$ cat src/rtl/multicycle_control_pkg.sv
// Shared types and encodings for the multicycle control unit.
// Latency: n/a (declarations only).
// Backpressure: n/a.
package multicycle_control_pkg;

    // Controller states; the 4-bit encoding is exported on the debug port.
    typedef enum logic [3:0] {
        ST_FETCH  = 4'd0,
        ST_DECODE = 4'd1,
        ST_MEMADR = 4'd2,
        ST_MEMRD  = 4'd3,
        ST_MEMWB  = 4'd4,
        ST_MEMWR  = 4'd5,
        ST_EXEC   = 4'd6,
        ST_ALUWB  = 4'd7,
        ST_BRANCH = 4'd8,
        ST_JUMP   = 4'd9,
        ST_UPPER  = 4'd10,
        ST_HALT   = 4'd11
    } state_t;

    // Major opcodes, instruction bits [6:2].
    localparam logic [4:0] OPC_LOAD   = 5'd0;
    localparam logic [4:0] OPC_OP_IMM = 5'd4;
    localparam logic [4:0] OPC_AUIPC  = 5'd5;
    localparam logic [4:0] OPC_STORE  = 5'd8;
    localparam logic [4:0] OPC_OP     = 5'd12;
    localparam logic [4:0] OPC_LUI    = 5'd13;
    localparam logic [4:0] OPC_BRANCH = 5'd24;
    localparam logic [4:0] OPC_JALR   = 5'd25;
    localparam logic [4:0] OPC_JAL    = 5'd27;
    localparam logic [4:0] OPC_SYSTEM = 5'd28;

    // ALU operation class.
    localparam logic [1:0] ALUOP_ADD = 2'b00;
    localparam logic [1:0] ALUOP_BR  = 2'b01;
    localparam logic [1:0] ALUOP_R   = 2'b10;
    localparam logic [1:0] ALUOP_I   = 2'b11;

    // ALU operand A select.
    localparam logic [1:0] ALU_A_PC    = 2'd0;
    localparam logic [1:0] ALU_A_RS1   = 2'd1;
    localparam logic [1:0] ALU_A_ZERO  = 2'd2;
    localparam logic [1:0] ALU_A_OLDPC = 2'd3;

    // ALU operand B select.
    localparam logic [1:0] ALU_B_RS2  = 2'd0;
    localparam logic [1:0] ALU_B_IMM  = 2'd1;
    localparam logic [1:0] ALU_B_FOUR = 2'd2;

    // Register-file write-back source.
    localparam logic [1:0] WB_ALU = 2'd0;
    localparam logic [1:0] WB_MEM = 2'd1;
    localparam logic [1:0] WB_PC  = 2'd2;

    // Fault codes reported while halted.
    localparam logic [1:0] FAULT_NONE    = 2'b00;
    localparam logic [1:0] FAULT_ILLEGAL = 2'b01;
    localparam logic [1:0] FAULT_MEM     = 2'b10;
    localparam logic [1:0] FAULT_ECALL   = 2'b11;

    // States that issue a memory request and therefore own the wait timer.
    function automatic logic is_mem_state(state_t s);
        return (s == ST_FETCH) || (s == ST_MEMRD) || (s == ST_MEMWR);
    endfunction

endpackage

$ cat src/rtl/multicycle_control_mem_wait_timer.sv
// Counts consecutive memory-wait cycles and flags a timeout on the last allowed one.
// Latency: o_timeout is combinational in the cycle the count would reach MEM_TIMEOUT.
// Backpressure: none; a ready memory (no i_wait) never times out in that cycle.
//
// Ports: clk/rst (sync, active-high); i_clear zeroes the count; i_wait marks a
// request cycle without mem_ready; o_timeout asserts when this wait is the
// MEM_TIMEOUT-th consecutive one.
module mem_wait_timer #(
    parameter int MEM_TIMEOUT = 16
) (
    input  logic clk,
    input  logic rst,
    input  logic i_clear,
    input  logic i_wait,
    output logic o_timeout
);

    // Count only needs to hold MEM_TIMEOUT-1; the final wait is detected combinationally.
    localparam int CW = (MEM_TIMEOUT < 2) ? 1 : $clog2(MEM_TIMEOUT);

    logic [CW-1:0] r_cnt;

    assign o_timeout = i_wait && (r_cnt == CW'(MEM_TIMEOUT - 1));

    always_ff @(posedge clk) begin
        if (rst || i_clear) begin
            r_cnt <= '0;
        end else if (i_wait && !o_timeout) begin
            r_cnt <= r_cnt + 1'b1;
        end
    end

endmodule

$ cat src/rtl/multicycle_control.sv
// Multicycle RISC-style control FSM: Moore decode of datapath controls, retire count, fault halt.
// Latency: load 5 cycles, store/R/I 4, branch/jump/upper 3 with a zero-wait memory.
// Backpressure: FETCH/MEMRD/MEMWR hold until mem_ready; MEM_TIMEOUT consecutive waits halt with fault.
//
// Ports: clk, rst (sync, active-high); opcode = IR[6:2]; mem_ready, branch_taken
// from memory/datapath. Outputs: memory controls (mem_req, mem_we, iord), register
// enables, ALU/wb/pc selects, halted, fault, retired count and debug state.
module multicycle_control
    import multicycle_control_pkg::*;
#(
    parameter int MEM_TIMEOUT   = 16,
    parameter int CNT_W         = 32,
    parameter bit HALT_ON_ECALL = 1'b1
) (
    input  logic             clk,
    input  logic             rst,
    input  logic [4:0]       opcode,
    input  logic             mem_ready,
    input  logic             branch_taken,
    output logic             mem_req,
    output logic             mem_we,
    output logic             iord,
    output logic             ir_write,
    output logic             pc_write,
    output logic             reg_write,
    output logic [1:0]       alu_src_a,
    output logic [1:0]       alu_src_b,
    output logic [1:0]       alu_op,
    output logic [1:0]       wb_sel,
    output logic             pc_src,
    output logic             halted,
    output logic [1:0]       fault,
    output logic [CNT_W-1:0] retired,
    output logic [3:0]       state
);

    state_t           r_state;
    state_t           w_next;
    logic [1:0]       r_fault;
    logic [1:0]       w_fault_code;
    logic [CNT_W-1:0] r_retired;

    logic w_mem_req;
    logic w_mem_we;
    logic w_ir_write;
    logic w_pc_write;
    logic w_reg_write;
    logic w_timeout;
    logic w_wait;
    logic w_clear;
    logic w_enter_halt;
    logic w_enter_fetch;

    // A wait is any request cycle the memory did not complete.
    assign w_wait  = w_mem_req && !mem_ready;
    // Fresh count on each new memory state and after every completed access.
    assign w_clear = mem_ready || ((w_next != r_state) && is_mem_state(w_next));

    mem_wait_timer #(
        .MEM_TIMEOUT (MEM_TIMEOUT)
    ) u_wait_timer (
        .clk       (clk),
        .rst       (rst),
        .i_clear   (w_clear),
        .i_wait    (w_wait),
        .o_timeout (w_timeout)
    );

    // Next-state and Moore output decode; branch_taken and mem_ready only gate enables.
    always_comb begin
        w_next       = r_state;
        w_fault_code = FAULT_NONE;
        w_mem_req    = 1'b0;
        w_mem_we     = 1'b0;
        iord         = 1'b0;
        w_ir_write   = 1'b0;
        w_pc_write   = 1'b0;
        w_reg_write  = 1'b0;
        alu_src_a    = ALU_A_PC;
        alu_src_b    = ALU_B_RS2;
        alu_op       = ALUOP_ADD;
        wb_sel       = WB_ALU;
        pc_src       = 1'b0;
        halted       = 1'b0;

        case (r_state)
            ST_FETCH: begin
                w_mem_req = 1'b1;
                alu_src_b = ALU_B_FOUR;
                if (mem_ready) begin
                    w_ir_write = 1'b1;
                    w_pc_write = 1'b1;
                    w_next     = ST_DECODE;
                end else if (w_timeout) begin
                    w_next       = ST_HALT;
                    w_fault_code = FAULT_MEM;
                end
            end

            ST_DECODE: begin
                // Branch/jump target is precomputed from the old PC here.
                alu_src_a = ALU_A_OLDPC;
                alu_src_b = ALU_B_IMM;
                case (opcode)
                    OPC_LOAD, OPC_STORE: w_next = ST_MEMADR;
                    OPC_OP_IMM, OPC_OP:  w_next = ST_EXEC;
                    OPC_BRANCH:          w_next = ST_BRANCH;
                    OPC_JALR, OPC_JAL:   w_next = ST_JUMP;
                    OPC_AUIPC, OPC_LUI:  w_next = ST_UPPER;
                    OPC_SYSTEM: begin
                        if (HALT_ON_ECALL) begin
                            w_next       = ST_HALT;
                            w_fault_code = FAULT_ECALL;
                        end else begin
                            w_next = ST_FETCH;
                        end
                    end
                    default: begin
                        w_next       = ST_HALT;
                        w_fault_code = FAULT_ILLEGAL;
                    end
                endcase
            end

            ST_MEMADR: begin
                alu_src_a = ALU_A_RS1;
                alu_src_b = ALU_B_IMM;
                w_next    = (opcode == OPC_LOAD) ? ST_MEMRD : ST_MEMWR;
            end

            ST_MEMRD: begin
                w_mem_req = 1'b1;
                iord      = 1'b1;
                if (mem_ready) begin
                    w_next = ST_MEMWB;
                end else if (w_timeout) begin
                    w_next       = ST_HALT;
                    w_fault_code = FAULT_MEM;
                end
            end

            ST_MEMWB: begin
                w_reg_write = 1'b1;
                wb_sel      = WB_MEM;
                w_next      = ST_FETCH;
            end

            ST_MEMWR: begin
                w_mem_req = 1'b1;
                w_mem_we  = 1'b1;
                iord      = 1'b1;
                if (mem_ready) begin
                    w_next = ST_FETCH;
                end else if (w_timeout) begin
                    w_next       = ST_HALT;
                    w_fault_code = FAULT_MEM;
                end
            end

            ST_EXEC: begin
                alu_src_a = ALU_A_RS1;
                if (opcode == OPC_OP) begin
                    alu_src_b = ALU_B_RS2;
                    alu_op    = ALUOP_R;
                end else if (opcode == OPC_OP_IMM) begin
                    alu_src_b = ALU_B_IMM;
                    alu_op    = ALUOP_I;
                end
                w_next = ST_ALUWB;
            end

            ST_ALUWB: begin
                w_reg_write = 1'b1;
                wb_sel      = WB_ALU;
                w_next      = ST_FETCH;
            end

            ST_BRANCH: begin
                alu_src_a  = ALU_A_RS1;
                alu_src_b  = ALU_B_RS2;
                alu_op     = ALUOP_BR;
                pc_src     = 1'b1;
                w_pc_write = branch_taken;
                w_next     = ST_FETCH;
            end

            ST_JUMP: begin
                // Link write of PC+4 happens alongside the PC redirect.
                w_reg_write = 1'b1;
                wb_sel      = WB_PC;
                w_pc_write  = 1'b1;
                if (opcode == OPC_JAL) begin
                    pc_src = 1'b1;
                end else if (opcode == OPC_JALR) begin
                    alu_src_a = ALU_A_RS1;
                    alu_src_b = ALU_B_IMM;
                    alu_op    = ALUOP_ADD;
                    pc_src    = 1'b0;
                end
                w_next = ST_FETCH;
            end

            ST_UPPER: begin
                alu_src_a   = (opcode == OPC_AUIPC) ? ALU_A_OLDPC : ALU_A_ZERO;
                alu_src_b   = ALU_B_IMM;
                alu_op      = ALUOP_ADD;
                w_reg_write = 1'b1;
                wb_sel      = WB_ALU;
                w_next      = ST_FETCH;
            end

            ST_HALT: begin
                halted = 1'b1;
                w_next = ST_HALT;
            end

            default: begin
                w_next = ST_FETCH;
            end
        endcase
    end

    assign w_enter_halt  = (w_next == ST_HALT) && (r_state != ST_HALT);
    assign w_enter_fetch = (w_next == ST_FETCH) && (r_state != ST_FETCH);

    always_ff @(posedge clk) begin
        if (rst) begin
            r_state   <= ST_FETCH;
            r_fault   <= FAULT_NONE;
            r_retired <= '0;
        end else begin
            r_state <= w_next;
            if (w_enter_halt) begin
                r_fault <= w_fault_code;
            end
            if (w_enter_fetch) begin
                r_retired <= r_retired + 1'b1;
            end
        end
    end

    // Side-effecting controls are suppressed while reset is held.
    assign mem_req   = w_mem_req   && !rst;
    assign mem_we    = w_mem_we    && !rst;
    assign ir_write  = w_ir_write  && !rst;
    assign pc_write  = w_pc_write  && !rst;
    assign reg_write = w_reg_write && !rst;

    // Fault is only ever loaded on HALT entry and cleared by reset, so it reads 00 elsewhere.
    assign fault   = r_fault;
    assign retired = r_retired;
    assign state   = r_state;

endmodule

$ cat config.mk
export PLATFORM = sky130hd
export DESIGN_NAME = multicycle_control
export DESIGN_NICKNAME = d
export VERILOG_FILES = /design/src/rtl/multicycle_control_pkg.sv /design/src/rtl/multicycle_control_mem_wait_timer.sv /design/src/rtl/multicycle_control.sv
export SDC_FILE = /design/constraint.sdc
export NUM_CORES = 1
export LEC_CHECK = 0
export BUFFER_PORTS_ARGS = -buffer_cell sky130_fd_sc_hd__buf_2
export CORE_ASPECT_RATIO = 0.75
export CORE_MARGIN = 4
export CORE_UTILIZATION = 58
export DETAILED_ROUTE_END_ITERATION = 8
export PLACE_DENSITY = 0.94
export SKIP_CTS_REPAIR_TIMING = 1
export SKIP_LAST_GASP = 1
export SYNTH_ARGS = -nofsm -noshare
export SYNTH_HDL_FRONTEND = slang
export SYNTH_SLANG_ARGS = --single-unit
$ cat constraint.sdc
create_clock -name clk -period 7 [get_ports clk]
set_input_delay 1.4 -clock clk [delete_from_list [all_inputs] [get_ports clk]]
set_output_delay 1.4 -clock clk [all_outputs]
set_load 0.02 [all_outputs]
After elaboration in Yosys (flattened, before gate mapping)
Index checks and enable logic that the tools add are counted.

$add $sub $neg: 2. Multipliers: 0. Div/mod/pow operators: 0. Magnitude comparators: 0. Equal/unequal tests: 26. Shift-type cells: 0. Muxes and demuxes: 32. Bitwise operators: 0. Reduce and logical (&&, ||, !) cells: 32.

Operators by type and width (count): $add 32x1->32 const B (1); $pmux 4 s7 (1); $eq 4x4->1 const B (6); $eq 4x3->1 const B (5); $eq 5x5->1 const B (4); $pmux 4 s5 (1); $mux 4 (4); $pmux 2 s2 (4); $pmux 2 s4 (2); $eq 5x4->1 const B (3); $mux 1 (13); $eq 4x2->1 const B (3); $logic_and 1x1->1 (11); $eq 5x3->1 const B (2); $reduce_or 2->1 (5); $reduce_or 3->1 (3); $reduce_or 9->1 (1); $logic_not 4->1 (2); $mux 2 (4); $logic_not 5->1 (1); $add 4x1->4 const B (1); $eq 4x1->1 const B (1); $logic_or 1x1->1 (4); $ne 4x4->1 (1); 7 further kinds (9).

Register bits: 42. Latch bits: 0. Bits in writable memories: 0. ROM bits: 0. Input port bits: 9. Output and inout port bits: 54. Memories kept: 0.

Logic depth before layout (Yosys ltp)
Gate-level depths: netlist of the first run.

Depth in word-level cells: 14. Depth in mapped cells: 10. Gate-level depth less buffers: 8.

Modules after synthesis
Synthesis of the first run repeated with hierarchy kept, for this count alone.

Cells, all modules: 377. Area, all modules: 2885.3 µm².

Modules (own cells, without submodules): multicycle_control (times used 1, cells each 354, area each 2693.8 µm²); mem_wait_timer (times used 1, cells each 23, area each 191.4 µm²).

Worst setup path before layout of the first run
OpenSTA, ideal clock, no wires.

Kind: input to output. Start point: input mem_ready. End point: output pc_write. Arrival: 2.820 ns. Data required time: 5.600 ns. Setup slack: 2.780 ns. Stages: 3. Buffers on the path: 1. Cells stage by stage: clkbuf_1 nand2_1 a2111oi_0.

Cells in the longest elaborated chain, start to end: 3.

RTL lines: from (decl) (RTL line multicycle_control.sv:18) `input logic mem_ready,`; $mux 1 (RTL line multicycle_control.sv:90) `if (mem_ready) begin`; $pmux 1 s3 (RTL line multicycle_control.sv:86) `case (r_state)`; $logic_and 1x1->1 (RTL line multicycle_control.sv:246) `assign pc_write = w_pc_write && !rst;`; to (decl) (RTL line multicycle_control.sv:24) `output logic pc_write,`.

Every way passes these cells.

Worst setup path after layout of the first run
Start point: input opcode[4]. End point: register r_retired[28] (netlist: retired[28]).

Cells in the longest elaborated chain, start to end: 6. Elaborated cells between the ends (all ways): 18. Those cells by class: 8 x eq/ne; 3 x mux; 7 x reduce/logical.

RTL lines: from (decl) (RTL line multicycle_control.sv:17) `input logic [4:0] opcode,`; $eq 5x3->1 (tied with other cells) (RTL line multicycle_control.sv:104) `case (opcode)`; $reduce_or 2->1; $pmux 4 s5 (RTL line multicycle_control.sv:104); $pmux 4 s7 (*) (RTL line multicycle_control.sv:86); $logic_not 4->1 (*) (RTL line multicycle_control.sv:224) `assign w_enter_fetch = (w_next == ST_FETCH) && (r_state != ST_FETCH);`; $logic_and 1x1->1 (*) (RTL line multicycle_control.sv:224); to (signal assigned) (RTL line multicycle_control.sv:237) `r_retired <= r_retired + 1'b1;`; to (decl) (RTL line multicycle_control.sv:41) `logic [CNT_W-1:0] r_retired;`.

Mark *: on every way between the ends. The rest lies on a longest branch, timed or not. A chain may end at the register's enable or synchronous reset.

==> results by group, run 1 <==
Outcome
  – Status: finished, final reports clean

Clocking
  – TritonCTS Buffers: 5
  – Worst skew pair latency: 0.29 ns
  – Clk Tree Root Cell: clkbuf_8
  – Clk slew on worst S/H paths: 0.08 ns
  – Htree depth: 2
  – CTS tree: yes
  – CTS Sinks: 42
  – Clk buf depth: 2

Power
  – Sw frac: 38.5%
  – Flop pwr share: 43.6%
  – Sw Pwr: 0.239 mW
  – VDD IR max: 129 µV
  – Internal power: 0.381 mW
  – Clock network fraction of total power: 23.7%
  – Leakage power: 1.22 nW
  – Cell Pwr Density: 208 mW/mm²
  – Comb power frac: 32.6%
  – Total power: 0.620 mW

Die
  – Top Ports: 63
  – Site Rows: 20
  – Initial Utilization: 62.3%
  – Chip Width: 85.4 µm
  – Core footprint: 0.00418 mm²
  – Die H: 66.0 µm
  – DIE AREA: 0.00563 mm²

Finish
  – Fillers: 335
  – Final design utilization: 71.3%
  – Finished Layout Cells: 445
  – Final Cell Area: 0.00298 mm²
  – Area growth syn-to-layout: 14.5%
  – N_diodes: 0
  – NumNets Final: 401
  – Share of layout cells above drive strength 1: 20.8%

Synth
  – Syn Nets: 351
  – Top cells by area, synth: dfxtp_1 32%, nor2_1 6.5%, xor2_1 4.7%
  – Syn Area/Cell: 7.65 µm²
  – #FFs+latches synth: 42
  – XOR/XNOR Fraction of Synth Area: 7.74%
  – Leading register cell type out of synthesis: dfxtp_1
  – Synth Area in Simple Gates: 37.9%
  – Post-synth EDFFs: 0
  – Main combinational cell family by area after synthesis: simple AND/OR/NAND/NOR gates
  – Synth Cell Area: 0.00260 mm²
  – Mapped Cells: 340
  – Synth warn: 0
  – Register area share after synthesis: 32.3%
  – Compound-gate portion of the synthesized area: 15.0%
  – Multiplexer share of the synthesized area: 0.817%
  – Synth top area share: 32.3%
  – Adder-cell area share of the yosys netlist: 0.962%
  – Dominant cell type by area after synthesis: dfxtp_1
  – Post-synthesis cell type count: 58
  – Ys async rst share: 0%

Critical path
  – Req. time, crit path: 7.21 ns
  – Critical path endpoint category: flip-flop
  – Worst path bufs/invs: 1
  – Startpoint class of the critical path: input port
  – Crit-path most repeated cell: or4_1
  – Slowest CP cell: nor4_4
  – Worst Path Arrival: 4.70 ns
  – Critical Path Max Stage Delay: 0.82 ns
  – Worst Path Class, Setup: input port to flip-flop
  – Worst-path cell chain: buf_2, or4_1, or4_1, and4b_4, nor4_4, nand4_2, or4_1, a21oi_1
  – Crit-path leading delay family: simple AND/OR/NAND/NOR gates
  – Max FO, Critical Path: 16

Global route
  – Initial antenna violation count: 0
  – First-pass GRT wire length: 11.5 mm
  – Gr usage total: 24.9%
  – GRT overflow: 0
  – Met2 Use GR: 39.9%
  – Busiest grt layer: met2
  – GR Layer Usage met3: 5.73%
  – Largest net degree at the start of global routing: 48
  – Met1 Use GR: 33.2%
  – Vias in the first global route: 2554

Drt
  – Post-DRT Antenna Nets: 0
  – Via/cell ratio: 6.40
  – DR WL/cell: 16.4 µm
  – First DRT Iteration DRCs: 509
  – Drt drc: 0
  – Vias: 2848
  – Iteration count of the initial detailed-routing pass: 5
  – Total Wirelength: 7.32 mm

STA
  – Rel. slew slack: 35.9%
  – Final Hold Viols: 0
  – Min Tclk post-route: 4.48 ns
  – Fmax: 223 MHz
  – Hold_ws: 0.467 ns
  – RSZ-0062 raised after global routing: false
  – Fin crit share: 64.1%
  – Worst Slack Setup Final: 2.52 ns
  – Layout Skew: 0.00891 ns
  – Slew @ Worst Pin: 0.955 ns
  – Slew Viols, Final: 0
  – Setup TNS Final: 0 ns
  – # setup viols final: 0

Place
  – GPL Wtd Cong: 0.899
  – Placed cells: 438
  – Post-DP HPWL: 5.06 mm
  – Setup Slack @ Placement: 2.39 ns
  – IO Port Bufs: 62
  – Placed cell areas: 0.00290 mm²

Run
  – Max Cap Violations: 0

Min path
  – Hold Crit Class: flip-flop to flip-flop
-- sequential cells by signal, summed over array words and instances, names as in the netlist --
register	flops
fault	2
state	4
u_wait_timer.r_cnt	4
retired	32
-- layout by cell type (no fill, tap or decap), types with 6 or more instances in the layout --
cell type / n
buf_2: 62
xor2_1: 14
nand2b_1: 7
inv_1: 13
and3_1: 9
nand3_1: 17
o31ai_1: 6
nand2_1: 21
dfxtp_1: 42
nor3_1: 16
nand4_1: 16
a21oi_1: 19
xnor2_1: 9
nor2_1: 45
nor4_1: 7
o21ai_0: 11
or4_1: 8
or3_1: 9
-- cell families (layout without fill, tap and decap cells) --
group,after synthesis,after routing
buffers and inverters,33,83
adder cells (fa/ha/maj),2,2
multiplexers,2,2
XOR/XNOR,23,23
AO/OA/AOI/OAI,59,59
flip-flops,42,42
AND/OR/NAND/NOR,179,179
-- worst reg2reg max path, stage by stage, from the launching register on --
cell	delay (ns)
dfxtp_1	0.75
xnor2_1	0.25
o22ai_1	0.23
a2111o_1	0.54
nor4_4	0.75
nand4_2	0.34
or4_1	0.58
a21oi_1	0.18
-- synthesized netlist by cell type (11+ instances only) --
cell type  number
clkbuf_1       15
nand4_1        16
inv_1          13
xor2_1         14
a21oi_1        19
nand3_1        17
nor3_1         16
dfxtp_1        42
nor2_1         45
o21ai_0        11
nand2_1        21
-- power by group through the flow --
stage                     combinational, mW  sequential [mW]  clock, mW
after floorplan                       0.154            0.268          0
after global placement                0.190            0.274          0
after detailed placement              0.196            0.275          0
after CTS                             0.197            0.270      0.147
after global routing                  0.216            0.272      0.157
final                                 0.202            0.270      0.147
-- routing by layer --
layer | share of wire [%] | up-vias
met4 | 1.9 | 0
met2 | 45 | 192
met3 | 11 | 25
li1 | - | 1345
met5 | 0 | -
met1 | 42 | 1286
-- final timing paths --
path                                   end  cells past startpoint                  start  slack, ns
hold / removal       fault[0]$_SDFFE_PP0P_                      2  fault[0]$_SDFFE_PP0P_       0.47
setup / recovery  retired[28]$_SDFFE_PP0P_                      8              opcode[4]       2.52
setup reg to reg  retired[28]$_SDFFE_PP0P_                      7    state[2]$_SDFF_PP0_       3.31
hold reg to reg      fault[0]$_SDFFE_PP0P_                      2  fault[0]$_SDFFE_PP0P_       0.47
-- final cells by class --
cell class | count | area, µm² | area share [%]
repair buffers | 63 | 318 | 10.7
well taps | 55 | 68.8 | 2.31
clock inverters | 2 | 10.0 | 0.336
inverters | 13 | 48.8 | 1.64
clock buffers | 5 | 68.8 | 2.31
flip-flops and latches | 42 | 841 | 28.2
multi-input cells | 265 | 1620 | 54.5
No activity file was read; power rests on OpenSTA's default activity.
==> run 2, diff against run 1 <==
CORE_UTILIZATION = 54   (was 58)
PLACE_DENSITY = 0.88   (was 0.94)
clock period = 4.2 ns   (was 7 ns; I/O delays follow)
==> results by group, run 2 (same netlist as run 1, synthesis figures left out) <==
Clocking
  – Htree depth: 2 (unchanged)
  – Clk Tree Root Cell: clkbuf_8 (unchanged)
  – CTS Sinks: 42 (unchanged)
  – Clk slew on worst S/H paths: 0.08 ns (about the same)
  – Worst skew pair latency: 0.29 ns (about the same)
  – Clk buf depth: 2 (unchanged)
  – TritonCTS Buffers: 5 (unchanged)
  – CTS tree: yes (unchanged)

Global route
  – First-pass GRT wire length: 10.8 mm (was 11.5 mm)
  – Vias in the first global route: 2364 (was 2554)
  – Gr usage total: 22.4% (was 24.9%)
  – GRT overflow: 0 (unchanged)
  – Largest net degree at the start of global routing: 48 (unchanged)
  – Initial antenna violation count: 0 (unchanged)

Die
  – DIE AREA: 0.00601 mm² (was 0.00563 mm²)
  – Chip Width: 88.2 µm (was 85.4 µm)
  – Die H: 68.1 µm (was 66.0 µm)
  – Top Ports: 63 (unchanged)
  – Core footprint: 0.00455 mm² (was 0.00418 mm²)
  – Initial Utilization: 57.3% (was 62.3%)
  – Site Rows: 21 (was 20)

Drt
  – Post-DRT Antenna Nets: 0 (unchanged)
  – Iteration count of the initial detailed-routing pass: 5 (unchanged)
  – First DRT Iteration DRCs: 428 (was 509)
  – Via/cell ratio: 6.13 (was 6.40)
  – DR WL/cell: 14.9 µm (was 16.4 µm)
  – Total Wirelength: 6.67 mm (was 7.32 mm)
  – Drt drc: 0 (unchanged)
  – Vias: 2751 (was 2848)

STA
  – Slew @ Worst Pin: 0.853 ns (was 0.955 ns)
  – Setup TNS Final: 0 ns (unchanged)
  – Fin crit share: 80.9%
  – Final Hold Viols: 0 (unchanged)
  – Fmax: 294 MHz
  – Rel. slew slack: 43.1% (was 35.9%)
  – Slew Viols, Final: 0 (unchanged)
  – # setup viols final: 0 (unchanged)
  – Min Tclk post-route: 3.40 ns
  – Layout Skew: 0.00688 ns (was 0.00891 ns)
  – RSZ-0062 raised after global routing: false (unchanged)

Critical path
  – Critical path endpoint category: flip-flop (unchanged)
  – Crit-path most repeated cell: or4_1 (unchanged)
  – Slowest CP cell: or4_1 (was nor4_4)
  – Max FO, Critical Path: 16 (unchanged)
  – Worst Path Arrival: 3.61 ns (was 4.70 ns)
  – Critical Path Max Stage Delay: 0.56 ns (was 0.82 ns)
  – Req. time, crit path: 4.42 ns (was 7.21 ns)
  – Startpoint class of the critical path: input port (unchanged)
  – Worst Path Class, Setup: input port to flip-flop (unchanged)
  – Worst-path cell chain: buf_2, or4_1, or4_1, and4b_4, nor4_4, buf_4, nand4_2, or4_1, a21oi_1 (was buf_2, or4_1, or4_1, and4b_4, nor4_4, nand4_2, or4_1, a21oi_1)

Power
  – Leakage power: 1.22 nW (about the same)
  – VDD IR max: 201 µV (was 129 µV)
  – Cell Pwr Density: 344 mW/mm² (was 208 mW/mm²)

Finish
  – Largest register FFs: 32 (unchanged)
  – NumNets Final: 403 (was 401)
  – Area growth syn-to-layout: 15.0% (was 14.5%)
  – Most frequent cells in the layout: 62 x buf_2, 45 x nor2_1, 42 x dfxtp_1 (unchanged)
  – Commonest non-fill, non-tap cell in the layout: buf_2 (unchanged)
  – Final Cell Area: 0.00299 mm² (was 0.00298 mm²)
  – Share of layout cells above drive strength 1: 20.7% (was 20.8%)
  – N_diodes: 0 (unchanged)

Place
  – GPL Wtd Cong: 0.905 (was 0.899)
  – Placed cell areas: 0.00292 mm² (was 0.00290 mm²)
  – Post-DP HPWL: 4.82 mm (was 5.06 mm)
  – IO Port Bufs: 62 (unchanged)

Min path
  – Hold Crit Class: flip-flop to flip-flop (unchanged)

Run
  – Max Cap Violations: 0 (unchanged)

Outcome
  – Status: finished, final reports clean (unchanged)
run 2: cell count changes in the layout (fill, tap and decap cells not counted), sizes merged:
cell,before,now
clkbuf,5,7
buf,63,65
clkinv,2,0
run 2: per-stage QoR:
step                setup slack [ns]  total power, mW  utilization, %  hold WS, ns  cells
floorplan                      0.794            0.703               -        0.523    340
global placement               0.620            0.780            64.2        0.446    442
detailed placement             0.568            0.788            64.2        0.455    442
CTS                            0.826             1.03            65.9        0.466    449
global route                   0.659             1.09            65.9        0.494    449
finish                         0.804             1.03            65.9        0.467    449
run 2: cell type report:
class | instances | area, µm²
Multi-Input combinational cell | 265 | 1620
Fill cell | 416 | 1550
Sequential cell | 42 | 841
Timing Repair Buffer | 65 | 333
Clock buffer | 7 | 76.3
Tap cell | 57 | 71.3
Inverter | 13 | 48.8
run 2: final timing paths:
check / cells after the start / to / start / slack (ns)
max reg2reg: 8 / retired[28]$_SDFFE_PP0P_ / state[1]$_SDFF_PP0_ / 1.04
min: 2 / fault[0]$_SDFFE_PP0P_ / fault[0]$_SDFFE_PP0P_ / 0.47
max: 9 / retired[28]$_SDFFE_PP0P_ / opcode[4] / 0.80
min reg2reg: 2 / fault[0]$_SDFFE_PP0P_ / fault[0]$_SDFFE_PP0P_ / 0.47
run 2: worst max-delay path: cells and delay by family:
| kind | cells | cell delay (ns) |
|---|---|---|
| buffers and inverters | 2 | 0.38 |
| AO/OA/AOI/OAI | 1 | 0.15 |
| AND/OR/NAND/NOR | 6 | 2.24 |
run 2: layer usage:
| layer | wire length (µm) | track usage (%) |
|---|---|---|
| met4 | 19 | 5.28 |
| met3 | 569 | 5.54 |
| met2 | 2880 | 32.4 |
| met5 | 0 | 0 |
| met1 | 3200 | 33.3 |
run 2: power breakdown:
part | leakage (nW) | total, mW | switching [mW] | internal, mW
clock network | 0.0383 | 0.241 | 0.127 | 0.114
registers | 0.339 | 0.446 | 0.0345 | 0.411
logic | 0.843 | 0.343 | 0.224 | 0.118
==> run 3, diff against run 2 <==
CORE_UTILIZATION = 48   (was 54)
PLACE_DENSITY = 0.84   (was 0.88)
clock period = 3 ns   (was 4.2 ns; I/O delays follow)
==> results by group, run 3 (same netlist as run 1, synthesis figures left out) <==
Global route
  – Gr usage total: 20.7% (was 22.4%)
  – Largest net degree at the start of global routing: 27 (was 48)
  – GRT overflow: 0 (unchanged)
  – First-pass GRT wire length: 11.3 mm (was 10.8 mm)
  – Initial antenna violation count: 0 (unchanged)
  – Vias in the first global route: 2418 (was 2364)

Drt
  – Post-DRT Antenna Nets: 0 (unchanged)
  – First DRT Iteration DRCs: 243 (was 428)
  – DR WL/cell: 14.4 µm (was 14.9 µm)
  – Iteration count of the initial detailed-routing pass: 4 (was 5)
  – Total Wirelength: 7.02 mm (was 6.67 mm)
  – Vias: 2821 (was 2751)
  – Via/cell ratio: 5.77 (was 6.13)
  – Drt drc: 0 (unchanged)

Critical path
  – Max FO, Critical Path: 4 (was 16)
  – Worst path bufs/invs: 2 (unchanged)
  – Startpoint class of the critical path: input port (unchanged)
  – Worst-path cell chain: buf_2, or4_4, or4_4, and4b_4, nor4_4, buf_4, nand3_1, or4_1, a21oi_1 (was buf_2, or4_1, or4_1, and4b_4, nor4_4, buf_4, nand4_2, or4_1, a21oi_1)
  – Reg2reg path depth: 7 (was 8)
  – Crit-path most repeated cell: or4_4 (was or4_1)
  – Crit-path leading delay family: simple AND/OR/NAND/NOR gates (unchanged)
  – Worst Path Arrival: 3.14 ns (was 3.61 ns)
  – Req. time, crit path: 3.22 ns (was 4.42 ns)
  – Critical path endpoint category: flip-flop (unchanged)
  – Worst Path Class, Setup: input port to flip-flop (unchanged)
  – Critical Path Max Stage Delay: 0.54 ns (was 0.56 ns)
  – Total stage count of the critical path: 9 (unchanged)
  – Slowest CP cell: or4_4 (was or4_1)

Finish
  – N_diodes: 0 (unchanged)
  – Multi-input gate area: 0.00164 mm² (was 0.00162 mm²)
  – Most frequent cells in the layout: 62 x buf_2, 45 x nor2_1, 42 x dfxtp_1 (unchanged)
  – Commonest non-fill, non-tap cell in the layout: buf_2 (unchanged)
  – Seq. cell area: 841 µm² (unchanged)
  – Largest register FFs: 32 (unchanged)
  – Share of layout cells above drive strength 1: 26.9% (was 20.7%)
  – NumNets Final: 427 (was 403)
  – Fillers: 440 (was 416)
  – Area growth syn-to-layout: 26.1% (was 15.0%)
  – Finished Layout Cells: 489 (was 449)

Place
  – Setup Slack @ Placement: -0.209 ns (was 0.568 ns)
  – IO Port Bufs: 62 (unchanged)
  – Post-DP HPWL: 5.20 mm (was 4.82 mm)
  – Placed cells: 481 (was 442)
  – GPL Wtd Cong: 0.916 (was 0.905)

Die
  – Site Rows: 22 (was 21)
  – Initial Utilization: 51.4% (was 57.3%)
  – Chip Width: 93.0 µm (was 88.2 µm)
  – Die H: 71.8 µm (was 68.1 µm)
  – Top Ports: 63 (unchanged)
  – DIE AREA: 0.00668 mm² (was 0.00601 mm²)
  – Core footprint: 0.00506 mm² (was 0.00455 mm²)

Clocking
  – TritonCTS Buffers: 5 (unchanged)
  – Htree depth: 2 (unchanged)
  – Clk buf depth: 2 (unchanged)
  – Worst skew pair latency: 0.30 ns (was 0.29 ns)
  – CTS tree: yes (unchanged)
  – CTS Sinks: 42 (unchanged)
  – Clk Tree Root Cell: clkbuf_8 (unchanged)
  – Clk slew on worst S/H paths: 0.08 ns (about the same)

Min path
  – Hold path depth: 2 (unchanged)
  – Hold Crit Class: flip-flop to flip-flop (unchanged)

Outcome
  – Status: finished, final reports clean (unchanged)

Power
  – Cell Pwr Density: 525 mW/mm² (was 344 mW/mm²)
  – VDD IR max: 294 µV (was 201 µV)
  – Leakage power: 1.37 nW (was 1.22 nW)

STA
  – Final Hold Viols: 0 (unchanged)
  – # setup viols final: 0 (unchanged)
  – Worst Slack Setup Final: 0.0777 ns (was 0.804 ns)
  – Slew Viols, Final: 0 (unchanged)
  – Fmax: 342 MHz
  – Slew @ Worst Pin: 0.598 ns (was 0.853 ns)
  – Layout Skew: 0.0135 ns (was 0.00688 ns)
  – RSZ-0062 raised after global routing: true (was false)
  – Fin crit share: 97.4%
  – Min Tclk post-route: 2.92 ns
  – Rel. slew slack: 60.1% (was 43.1%)

Run
  – Max Cap Violations: 0 (unchanged)
-- run 3: per-layer routing --
layer  global-route usage (%)  up-vias  wire [µm]  part of all wire [%]
li1                         -     1396          -                     -
met1                     30.4     1304       3460                    49
met2                     29.6      113       2930                    42
met3                     5.46        8        573                   8.2
met4                     5.85        0         62                  0.88
met5                        0        -          0                     0
-- run 3: stage by stage --
step / total power [mW] / area (µm²) / hold WS (ns) / utilization, % / TNS [ns]
final: 1.72 / 3280 / 0.457 / 64.8 / 0
after global routing: 1.81 / 3280 / 0.499 / 64.8 / -0.0188
after CTS: 1.72 / 3260 / 0.459 / 64.4 / 0
after detailed placement: 1.17 / 3120 / 0.446 / 61.6 / -3.00
after global placement: 1.17 / 3120 / 0.452 / 61.6 / -2.52
after floorplan: 0.989 / 2620 / 0.523 / - / -0.344
-- run 3: worst paths after layout --
kind | startpoint | endpoint | slack [ns]
max | opcode[4] | retired[8]$_SDFFE_PP0P_ | 0.08
min | fault[0]$_SDFFE_PP0P_ | fault[0]$_SDFFE_PP0P_ | 0.46
max reg2reg | state[0]$_SDFF_PP0_ | retired[20]$_SDFFE_PP0P_ | 0.21
min reg2reg | fault[0]$_SDFFE_PP0P_ | fault[0]$_SDFFE_PP0P_ | 0.46
-- run 3: area by class of cell --
type	count	share of cell area [%]
Multi-Input combinational cell	265	50.0
Sequential cell	42	25.6
Timing Repair Buffer	89	15.8
Tap cell	72	2.75
Clock buffer	6	2.52
Clock inverter	2	1.83
Inverter	13	1.49
-- run 3: worst min-delay path, delay by kind of cell (launching register included) --
family                 cells  cell delay [ns]
flip-flops                 1             0.31
buffers and inverters      1             0.05
AO/OA/AOI/OAI              1             0.05
-- run 3: power by group --
part	switching, mW	internal [mW]	total, mW
Combinational	0.332	0.222	0.554
Clock	0.197	0.355	0.552
Sequential	0.0419	0.575	0.617
Total	0.571	1.15	1.72
